## config.mk

```make
export PLATFORM = sky130hd
export DESIGN_NAME = hazard_ctrl
export DESIGN_NICKNAME = d
export VERILOG_FILES = /design/src/rtl/hazard_ctrl.sv
export SDC_FILE = /design/constraint.sdc
export NUM_CORES = 1
export LEC_CHECK = 0
export ABC_CLOCK_PERIOD_IN_PS = 3150
export BUFFER_PORTS_ARGS = -buffer_cell sky130_fd_sc_hd__clkbuf_2
export CAP_MARGIN = 15
export CORE_ASPECT_RATIO = 1.2
export CORE_MARGIN = 5
export CORE_UTILIZATION = 40
export DETAILED_ROUTE_END_ITERATION = 6
export GPL_ROUTABILITY_DRIVEN = 1
export PLACE_DENSITY_LB_ADDON = 0.1
export SETUP_SLACK_MARGIN = 0.3
export SLEW_MARGIN = 20
export SYNTH_ARGS = -nofsm -noshare
export SYNTH_HDL_FRONTEND = slang
export SYNTH_SLANG_ARGS = --single-unit
```

## constraint.sdc

```tcl
create_clock -name clk -period 3.15 [get_ports clk]
set_input_delay 0.945 -clock clk [delete_from_list [all_inputs] [get_ports clk]]
set_output_delay 0.945 -clock clk [all_outputs]
set_load 0.01 [all_outputs]
```

## src/rtl/hazard_ctrl.sv

```systemverilog
// Hazard/stall controller: forwarding selects, load-use and branch stalls, and a
// memory-wait FSM that freezes the pipeline. Optional perf counters via HAZARD_PERF_EN.
module hazard_ctrl #(
    parameter int MEM_TIMEOUT = 255,
    parameter int TO_W        = 8
) (
    input  logic        clk,
    input  logic        reset,
    input  logic [4:0]  RsD,
    input  logic [4:0]  RtD,
    input  logic [4:0]  RsE,
    input  logic [4:0]  RtE,
    input  logic [4:0]  WriteRegE,
    input  logic [4:0]  WriteRegM,
    input  logic [4:0]  WriteRegW,
    input  logic        RegWriteE,
    input  logic        RegWriteM,
    input  logic        RegWriteW,
    input  logic        MemtoRegE,
    input  logic        MemtoRegM,
    input  logic        BranchD,
    input  logic        MemReqM,
    input  logic        MemReadyM,
    input  logic        PerfClr,
    output logic        StallF,
    output logic        StallD,
    output logic        StallE,
    output logic        StallM,
    output logic        FlushE,
    output logic        FlushW,
    output logic        ForwardAD,
    output logic        ForwardBD,
    output logic [1:0]  ForwardAE,
    output logic [1:0]  ForwardBE,
    output logic        MemErr,
    output logic [31:0] LoadStallCnt,
    output logic [31:0] BranchStallCnt,
    output logic [31:0] MemWaitCnt
);

    typedef enum logic [1:0] {
        S_IDLE = 2'd0,
        S_WAIT = 2'd1,
        S_ERR  = 2'd2
    } state_t;

    state_t          state, stateNext;
    logic [TO_W-1:0] waitCnt, waitCntNext;
    logic            memErr, memErrNext;
    logic            freeze;
    logic            lwstall;
    logic            brstall;

    // Register 0 is hard-wired zero, so it never creates a dependency.
    function automatic logic regMatch(input logic [4:0] a, input logic [4:0] b);
        return (a != 5'd0) && (a == b);
    endfunction

    always_comb begin
        ForwardAE = 2'b00;
        if (RegWriteM && regMatch(WriteRegM, RsE)) begin
            ForwardAE = 2'b10;
        end else if (RegWriteW && regMatch(WriteRegW, RsE)) begin
            ForwardAE = 2'b01;
        end
    end

    always_comb begin
        ForwardBE = 2'b00;
        if (RegWriteM && regMatch(WriteRegM, RtE)) begin
            ForwardBE = 2'b10;
        end else if (RegWriteW && regMatch(WriteRegW, RtE)) begin
            ForwardBE = 2'b01;
        end
    end

    assign ForwardAD = RegWriteM && regMatch(WriteRegM, RsD);
    assign ForwardBD = RegWriteM && regMatch(WriteRegM, RtD);

    assign lwstall = MemtoRegE && RegWriteE &&
                     (regMatch(WriteRegE, RsD) || regMatch(WriteRegE, RtD));

    assign brstall = BranchD &&
                     ((RegWriteE && (regMatch(WriteRegE, RsD) || regMatch(WriteRegE, RtD))) ||
                      (MemtoRegM && (regMatch(WriteRegM, RsD) || regMatch(WriteRegM, RtD))));

    always_ff @(posedge clk or posedge reset) begin
        if (reset) begin
            state   <= S_IDLE;
            waitCnt <= '0;
            memErr  <= 1'b0;
        end else begin
            state   <= stateNext;
            waitCnt <= waitCntNext;
            memErr  <= memErrNext;
        end
    end

    // Ready is checked before the timeout so a completion on the last allowed cycle is accepted.
    always_comb begin
        stateNext   = state;
        waitCntNext = waitCnt;
        memErrNext  = memErr;
        case (state)
            S_IDLE: begin
                if (MemReqM && !MemReadyM) begin
                    stateNext   = S_WAIT;
                    waitCntNext = TO_W'(1);
                end
            end
            S_WAIT: begin
                if (MemReadyM) begin
                    stateNext   = S_IDLE;
                    waitCntNext = '0;
                end else if (waitCnt == TO_W'(MEM_TIMEOUT)) begin
                    stateNext  = S_ERR;
                    memErrNext = 1'b1;
                end else begin
                    waitCntNext = waitCnt + TO_W'(1);
                end
            end
            S_ERR: begin
                stateNext = S_ERR;
            end
            default: begin
                stateNext   = S_IDLE;
                waitCntNext = '0;
            end
        endcase
    end

    always_comb begin
        freeze = 1'b0;
        case (state)
            S_IDLE:  freeze = MemReqM && !MemReadyM;
            S_WAIT:  freeze = !MemReadyM;
            S_ERR:   freeze = 1'b1;
            default: freeze = 1'b0;
        endcase
        if (freeze) begin
            StallF = 1'b1;
            StallD = 1'b1;
            StallE = 1'b1;
            StallM = 1'b1;
            FlushE = 1'b0;
            FlushW = 1'b1;
        end else begin
            StallF = lwstall || brstall;
            StallD = lwstall || brstall;
            StallE = 1'b0;
            StallM = 1'b0;
            FlushE = lwstall || brstall;
            FlushW = 1'b0;
        end
    end

    assign MemErr = memErr;

`ifdef HAZARD_PERF_EN
    logic [31:0] loadStallCnt;
    logic [31:0] branchStallCnt;
    logic [31:0] memWaitCnt;

    always_ff @(posedge clk or posedge reset) begin
        if (reset) begin
            loadStallCnt   <= '0;
            branchStallCnt <= '0;
            memWaitCnt     <= '0;
        end else if (PerfClr) begin
            loadStallCnt   <= '0;
            branchStallCnt <= '0;
            memWaitCnt     <= '0;
        end else begin
            if (lwstall && !freeze) begin
                loadStallCnt <= loadStallCnt + 32'd1;
            end
            if (brstall && !lwstall && !freeze) begin
                branchStallCnt <= branchStallCnt + 32'd1;
            end
            if (freeze) begin
                memWaitCnt <= memWaitCnt + 32'd1;
            end
        end
    end

    assign LoadStallCnt   = loadStallCnt;
    assign BranchStallCnt = branchStallCnt;
    assign MemWaitCnt     = memWaitCnt;
`else
    logic unusedPerfClr;
    assign unusedPerfClr  = PerfClr;
    assign LoadStallCnt   = 32'd0;
    assign BranchStallCnt = 32'd0;
    assign MemWaitCnt     = 32'd0;
`endif

endmodule

```

==> results by group, run 1 <==
Setup path
  • Reg-to-reg startpoint: state[0]
  • R2R Setup Slk: approximately 1.6 ns
  • Critical Path AT: between 2 and 2.5 ns
  • CP Max Fanout: 2
  • FF-to-FF path depth: 5
  • Reg2reg end: waitCnt[7]
  • Worst Setup Path Type: primary input to output port
  • Startpoint Class: primary input
  • Crit end category: output port
  • Data required, critical path: approximately 2.2 ns

Floorplanning
  • DIE WIDTH: ~72 um
  • Die height: ~85 um
  • Full die area: ~6100 um^2
  • Core area: between 4000 and 5000 um^2
  • Row count: 27
  • Starting density of the core: 0.410
  • I/O pins: between 150 and 200

Clock network
  • Clk buf depth: 2
  • Max H-tree Level: 1
  • Num CTS Buffers: 3
  • CTS tree: done
  • Clk slew on worst S/H paths: roughly 0.050 ns
  • Clock Sinks: 11
  • CTS root buffer: clkbuf_8
  • Clock Latency Late Sink: between 0.2 and 0.25 ns

Synthesis
  • Async set or reset register ratio after synthesis: 1.00
  • Simple-gate share of the synthesized area: 0.153
  • Largest family of logic cells by synthesized area: buffers and inverters
  • Top FF cell, synth: dfrtp_1
  • Mapped cell area: roughly 1900 um^2
  • XOR/XNOR Fraction of Synth Area: 0.206
  • EDFF count, synth: 0
  • Ranking of synthesized cells by area: buf_4 42%, dfrtp_1 15%, xor2_1 12%, xnor2_1 8.9%, nand3_1 2.7%
  • Area leader, netlist: buf_4
  • FF+latch count, synth: 11
  • Adder-Cell Fraction of Synth Area: 0.00669
  • Synth warn: 0
  • Register area share after synthesis: 0.147
  • Synth Instances: between 200 and 250
  • Compound-cell area share of the yosys netlist: 0.0529
  • Distinct cells, synth: 31
  • Proportion of synthesized area in mux cells: 0.00535
  • Avg Inst Size Synth: 7.99 um^2
  • Post-synth top area share: 0.418

Global routing
  • First-pass GRT wire length: ~5900 um
  • GRT Util Overall: 0.118
  • Vias in the first global route: roughly 1.2k
  • Initial antenna violation count: 0
  • Largest net degree at the start of global routing: 15
  • Grt ovf: 0

STA
  • Finish-stage setup viols: 0
  • Setup TNS: 0 ns
  • Max Fclk: 0.330 GHz
  • Hold Vio Cnt, Final: 0
  • Hold_ws: approximately 0.46 ns
  • Clock period minus worst slack: just over 3 ns
  • Skew final: around 0.0009 ns
  • RSZ-0062 raised after global routing: yes
  • Fin. max-slew vios: 0
  • Final period util: 0.963

Layout
  • Final Non-Filler Cells: 348
  • Layout cells sized above 1: 0.314
  • Commonest non-fill, non-tap cell in the layout: conb_1
  • Nets: 338
  • Ant diodes: 0
  • Fin util: 0.479
  • Most frequent cells in the layout: 96 x conb_1, 36 x clkbuf_2, 24 x xor2_1, 13 x xnor2_1, 11 x dfrtp_1
  • P&R area growth vs syn: 16.9%

Route
  • Routed Antenna Nets: 0
  • Pre-Repair DR Iteration Count: 4
  • Vias per cell: around 4
  • Final WL: approximately 4400 um
  • DR DRC count: 0
  • Via count: approximately 1.4k
  • Wire per inst: between 10 and 15 um
  • Initial drt markers: 25

Power
  • Reg power frac: 0.292
  • P_leak: approximately 1.1 nW
  • Gate power share: 0.445
  • Peak VDD IR: around 200 uV
  • Clk pwr share: 0.263
  • P_sw: roughly 0.00021 W
  • Power Dens Cells: roughly 250 nW/um^2
  • Switch share: 0.379
  • Internal Power: 0.000336 W

Placement
  • DP HPWL: 3670 um
  • GP Congestion: approximately 0.83
  • Dpl cells: 340
  • Port bufs: 57

Worst hold path
  • Hold Crit Depth: 1
  • Worst Hold Class: flop to flop
  • Hold Startpoint: MemErr
  • Worst Hold End: MemErr

Run
  • Max Cap Viol: 0

Run status
  • Status: finished clean
## routing by layer
| layer | up-vias | part of all wire | GRT usage |
|---|---|---|---|
| met5 | - | 0 | 0 |
| met4 | 0 | 0.0016 | 0.0252 |
| met3 | 2 | 0.092 | 0.0225 |
| met2 | 66 | 0.56 | 0.225 |
| met1 | 606 | 0.35 | 0.132 |
| li1 | 683 | - | - |
## stage by stage
stage	total power [W]	instance area (um^2)	setup slack, ns
6_report	0.000542	2180	0.116
3_5_place_dp	0.000355	1830	0.0674
5_1_grt	0.000580	2180	0.0957
4_1_cts	0.000522	2020	0.100
3_3_place_gp	0.000355	1830	0.0737
2_1_floorplan	0.000389	2260	0.303
## worst max-delay path by stage
stage / start / endpoint / slack, ns / cells after the start
2_1_floorplan: WriteRegM[3] / StallF / 0.30 / 6
3_3_place_gp: WriteRegW[2] / ForwardAE[0] / 0.07 / 6
3_5_place_dp: WriteRegM[0] / ForwardBE[0] / 0.07 / 7
4_1_cts: WriteRegW[0] / ForwardBE[0] / 0.10 / 6
5_1_grt: RtE[4] / ForwardBE[0] / 0.1 / 5
6_report: RtE[4] / ForwardBE[0] / 0.12 / 5
## flip-flops by register name (all words and copies together), names as in the netlist
signal,count
MemErr,1
state,2
waitCnt,8
## critical path, cell delays in order
cell    delay (ns)
buf_6         0.10
xor2_1        0.15
or4_4         0.52
nor4_2        0.21
buf_2         0.17
## final cells by class
type	count	area [um^2]
fill	468	2380
multi-input combinational	210	1300
timing repair buffer	63	483
sequential	11	275
tap	58	72.6
clock buffer	4	45.0
inverter	2	7.51
## power by group through the flow
stage          clock, W  sequential, W  combinational (W)
6_report       0.000142       0.000158           0.000241
4_1_cts        0.000148       0.000158           0.000215
5_1_grt        0.000155       0.000159           0.000265
3_5_place_dp          0       0.000161           0.000195
3_3_place_gp          0       0.000161           0.000195
2_1_floorplan         0       0.000156           0.000232
## Yosys cell counts (3+ instances only)
cell     number
nor3_1        7
a21oi_1       5
o21ai_0       4
nand2_1       8
buf_4       104
nand3_1      10
xnor2_1      19
xor2_1       25
dfrtp_1      11
or4_1         3
nand4_1       4
nor2_1        9
## cell families (layout without fill, tap and decap cells)
group           after synthesis  after routing
fa+ha+maj                     1              1
buf+inv                     108             69
other cells                   1             96
simple gates                 52             52
flops                        11             11
xor+xnor                     44             44
compound gates               16             16
mux                           1              1
## what timing repair did
action / CTS / global route
pin swaps: 12 / 18
gates resized for setup: 22 / 51
hold endpoints to repair: 0 / 0
endpoints found under the setup margin: 9 / 9
hold buffers: 0 / 0
setup buffers: 1 / 3
Note: power is estimated with default switching activity, not from simulation.
==> run 2: changes to the inputs <==
- CELL_PAD_IN_SITES_DETAIL_PLACEMENT: default -> 1
- CELL_PAD_IN_SITES_GLOBAL_PLACEMENT: default -> 2
- CORE_UTILIZATION: 40 -> 19
==> results by group, run 2 (synthesized netlist as in run 1, its figures left out) <==
STA
  • Hold Vio Cnt, Final: 0 (unchanged)
  • Hold_ws: 0.461 ns (was 0.465 ns)
  • Slew HR: 0.642
  • RSZ-0062 raised after global routing: yes (unchanged)
  • Final period util: 0.957 (was 0.963)
  • Finish-stage setup viols: 0 (unchanged)
  • Final setup margin: 0.134 ns (was 0.116 ns)
  • Setup TNS: 0 ns (unchanged)
  • Least-Margin Pin Slew: roughly 0.53 ns
  • Clock period minus worst slack: 3.02 ns (was 3.03 ns)
  • Skew final: 0.000746 ns (was 0.000886 ns)
  • Max Fclk: 0.332 GHz (was 0.330 GHz)
  • Fin. max-slew vios: 0 (unchanged)

Setup path
  • CP peak stage delay: 0.52 ns (about the same)
  • Crit-path leading delay family: simple AND/OR/NAND/NOR gates (unchanged)
  • Max stage delay cell, worst path: or4_4 (unchanged)
  • Worst-path cell chain: buf_8 -> or4_4 -> o21ai_2 -> or4_4 -> nor4_4 -> buf_2 (was buf_6 -> xor2_1 -> or4_4 -> nor4_2 -> buf_2)
  • Data required, critical path: 2.20 ns (about the same)
  • FF-to-FF path depth: 5 (unchanged)
  • R2R Setup Slk: 1.53 ns (was 1.58 ns)
  • Crit end category: output port (unchanged)
  • Worst Setup Path Type: primary input to output port (unchanged)
  • Reg-to-reg startpoint: state[0] (unchanged)
  • CP Max Fanout: 3 (was 2)
  • Critical Path AT: 2.07 ns (was 2.09 ns)
  • Startpoint Class: primary input (unchanged)
  • WP buf/inv: 2 (unchanged)
  • Critical Path Start: WriteRegW[0] (was RtE[4])
  • Critical path depth: 6 (was 5)
  • Reg2reg end: waitCnt[7] (unchanged)
  • Setup crit end: ForwardBE[0] (unchanged)
  • Cell mode on critical path: or4_4

Layout
  • Largest register FFs: 8 (unchanged)
  • Fill count: 1,174 (was 468)
  • Design area: 2460 um^2 (was 2180 um^2)
  • Biggest register: waitCnt (unchanged)
  • P&R area growth vs syn: 31.9% (was 16.9%)
  • Layout cells sized above 1: 0.370 (was 0.314)
  • Most frequent cells in the layout: 96 x conb_1, 39 x clkbuf_2, 22 x xor2_1, 14 x buf_4 (was 96 x conb_1, 36 x clkbuf_2, 24 x xor2_1, 13 x xnor2_1, 11 x dfrtp_1)
  • Ant diodes: 0 (unchanged)
  • Commonest non-fill, non-tap cell in the layout: conb_1 (unchanged)
  • Nets: 348 (was 338)
  • Final Non-Filler Cells: 423 (was 348)

Clock network
  • CTS tree: done (unchanged)
  • Clock Latency Late Sink: 0.24 ns (about the same)
  • Clk slew on worst S/H paths: 0.04 ns (was 0.05 ns)
  • CTS root buffer: clkbuf_16 (was clkbuf_8)
  • Clock Sinks: 11 (unchanged)
  • Max H-tree Level: 1 (unchanged)
  • Num CTS Buffers: 3 (unchanged)
  • Clk buf depth: 2 (unchanged)

Route
  • DR DRC count: 0 (unchanged)
  • Wire per inst: 12.6 um (was 12.5 um)
  • Routed wl met3: 406 um (was 402 um)
  • Pre-Repair DR Iteration Count: 2 (was 4)
  • Max Used Layer: met4 (unchanged)
  • Wl on met1: 1940 um (was 1510 um)
  • Via count: 1,447 (was 1,357)
  • Final WL: 5350 um (was 4360 um)
  • Initial drt markers: 4 (was 25)
  • Vias per cell: 3.42 (was 3.90)
  • Routed Antenna Nets: 0 (unchanged)
  • Met2 wire length: 2960 um (was 2440 um)

Global routing
  • Grt ovf: 0 (unchanged)
  • First-pass GRT wire length: 7940 um (was 5850 um)
  • Initial antenna violation count: 0 (unchanged)
  • Largest net degree at the start of global routing: 15 (unchanged)
  • Vias in the first global route: 1,534 (was 1,234)
  • GRT Util Overall: 0.0834 (was 0.118)

Floorplanning
  • DIE WIDTH: 101 um (was 72.4 um)
  • Full die area: 11,900 um^2 (was 6150 um^2)
  • Row count: 39 (was 27)
  • Die height: 119 um (was 84.9 um)
  • Starting density of the core: 0.195 (was 0.410)
  • I/O pins: 155 (unchanged)
  • Core area: 9560 um^2 (was 4560 um^2)

Placement
  • GP Congestion: 0.749 (was 0.827)
  • Place WS: -0.0379 ns (was 0.0674 ns)
  • Dpl cells: 413 (was 340)
  • Port bufs: 57 (unchanged)
  • Area after DPL: 1970 um^2 (was 1830 um^2)
  • DP HPWL: 4760 um (was 3670 um)

Power
  • Power Dens Cells: 268 nW/um^2 (was 248 nW/um^2)
  • Peak VDD IR: 157 uV (was 203 uV)
  • P_leak: 1.23 nW (was 1.13 nW)

Run
  • Max Cap Viol: 0 (unchanged)

Run status
  • Status: finished clean (unchanged)

Worst hold path
  • Worst Hold Class: flop to flop (unchanged)
run 2: worst reg2reg max path: cells and delay by family, from the launching register on:
kind            cells  cell delay [ns]
simple gates        3             0.42
compound gates      1             0.33
xor+xnor            1             0.15
flops               1             0.59
run 2: repair_timing:
item	4_1_cts	5_1_grt
pin swaps	21	9
endpoints found under the setup margin	9	9
cloned	0	0
hold endpoints to repair	0	0
setup buffers	5	1
resized for setup	51	20
hold buffers	0	0
run 2: worst min-delay path by stage:
| stage | startpoint | to | slack (ns) | cells past startpoint |
|---|---|---|---|---|
| after detailed placement | MemErr | MemErr | 0.46 | 1 |
| after global placement | MemErr | MemErr | 0.46 | 1 |
| after CTS | MemErr | MemErr | 0.47 | 1 |
| after global routing | MemErr | MemErr | 0.48 | 1 |
| after floorplan | MemErr | MemErr | 0.50 | 1 |
| final | MemErr | MemErr | 0.46 | 1 |
run 2: metal layers:
layer / vias up / global-route usage
li1: 702 / -
met1: 669 / 0.0917
met2: 73 / 0.165
met3: 3 / 0.0124
met4: 0 / 0.0152
met5: - / 0
run 2: through the flow:
| stage | util | total power [W] |
|---|---|---|
| 3_3_place_gp | 0.206 | 0.000370 |
| 5_1_grt | 0.258 | 0.000700 |
| 4_1_cts | 0.251 | 0.000658 |
| 3_5_place_dp | 0.206 | 0.000370 |
| 6_report | 0.258 | 0.000660 |
| 2_1_floorplan | - | 0.000389 |
run 2: power by group:
group | switching [W] | internal, W
combinational | 0.000156 | 0.000109
sequential | 0.0000109 | 0.000149
clock | 0.0000649 | 0.000170
total | 0.000232 | 0.000428
run 2: cell type report:
| type | instances | area [um^2] | area share |
|---|---|---|---|
| inverters | 2 | 7.51 | 0.00305 |
| multi-input cells | 210 | 1390 | 0.563 |
| well taps | 123 | 154 | 0.0624 |
| repair buffers | 73 | 561 | 0.227 |
| clock buffers | 4 | 78.8 | 0.0320 |
| flip-flops and latches | 11 | 275 | 0.112 |
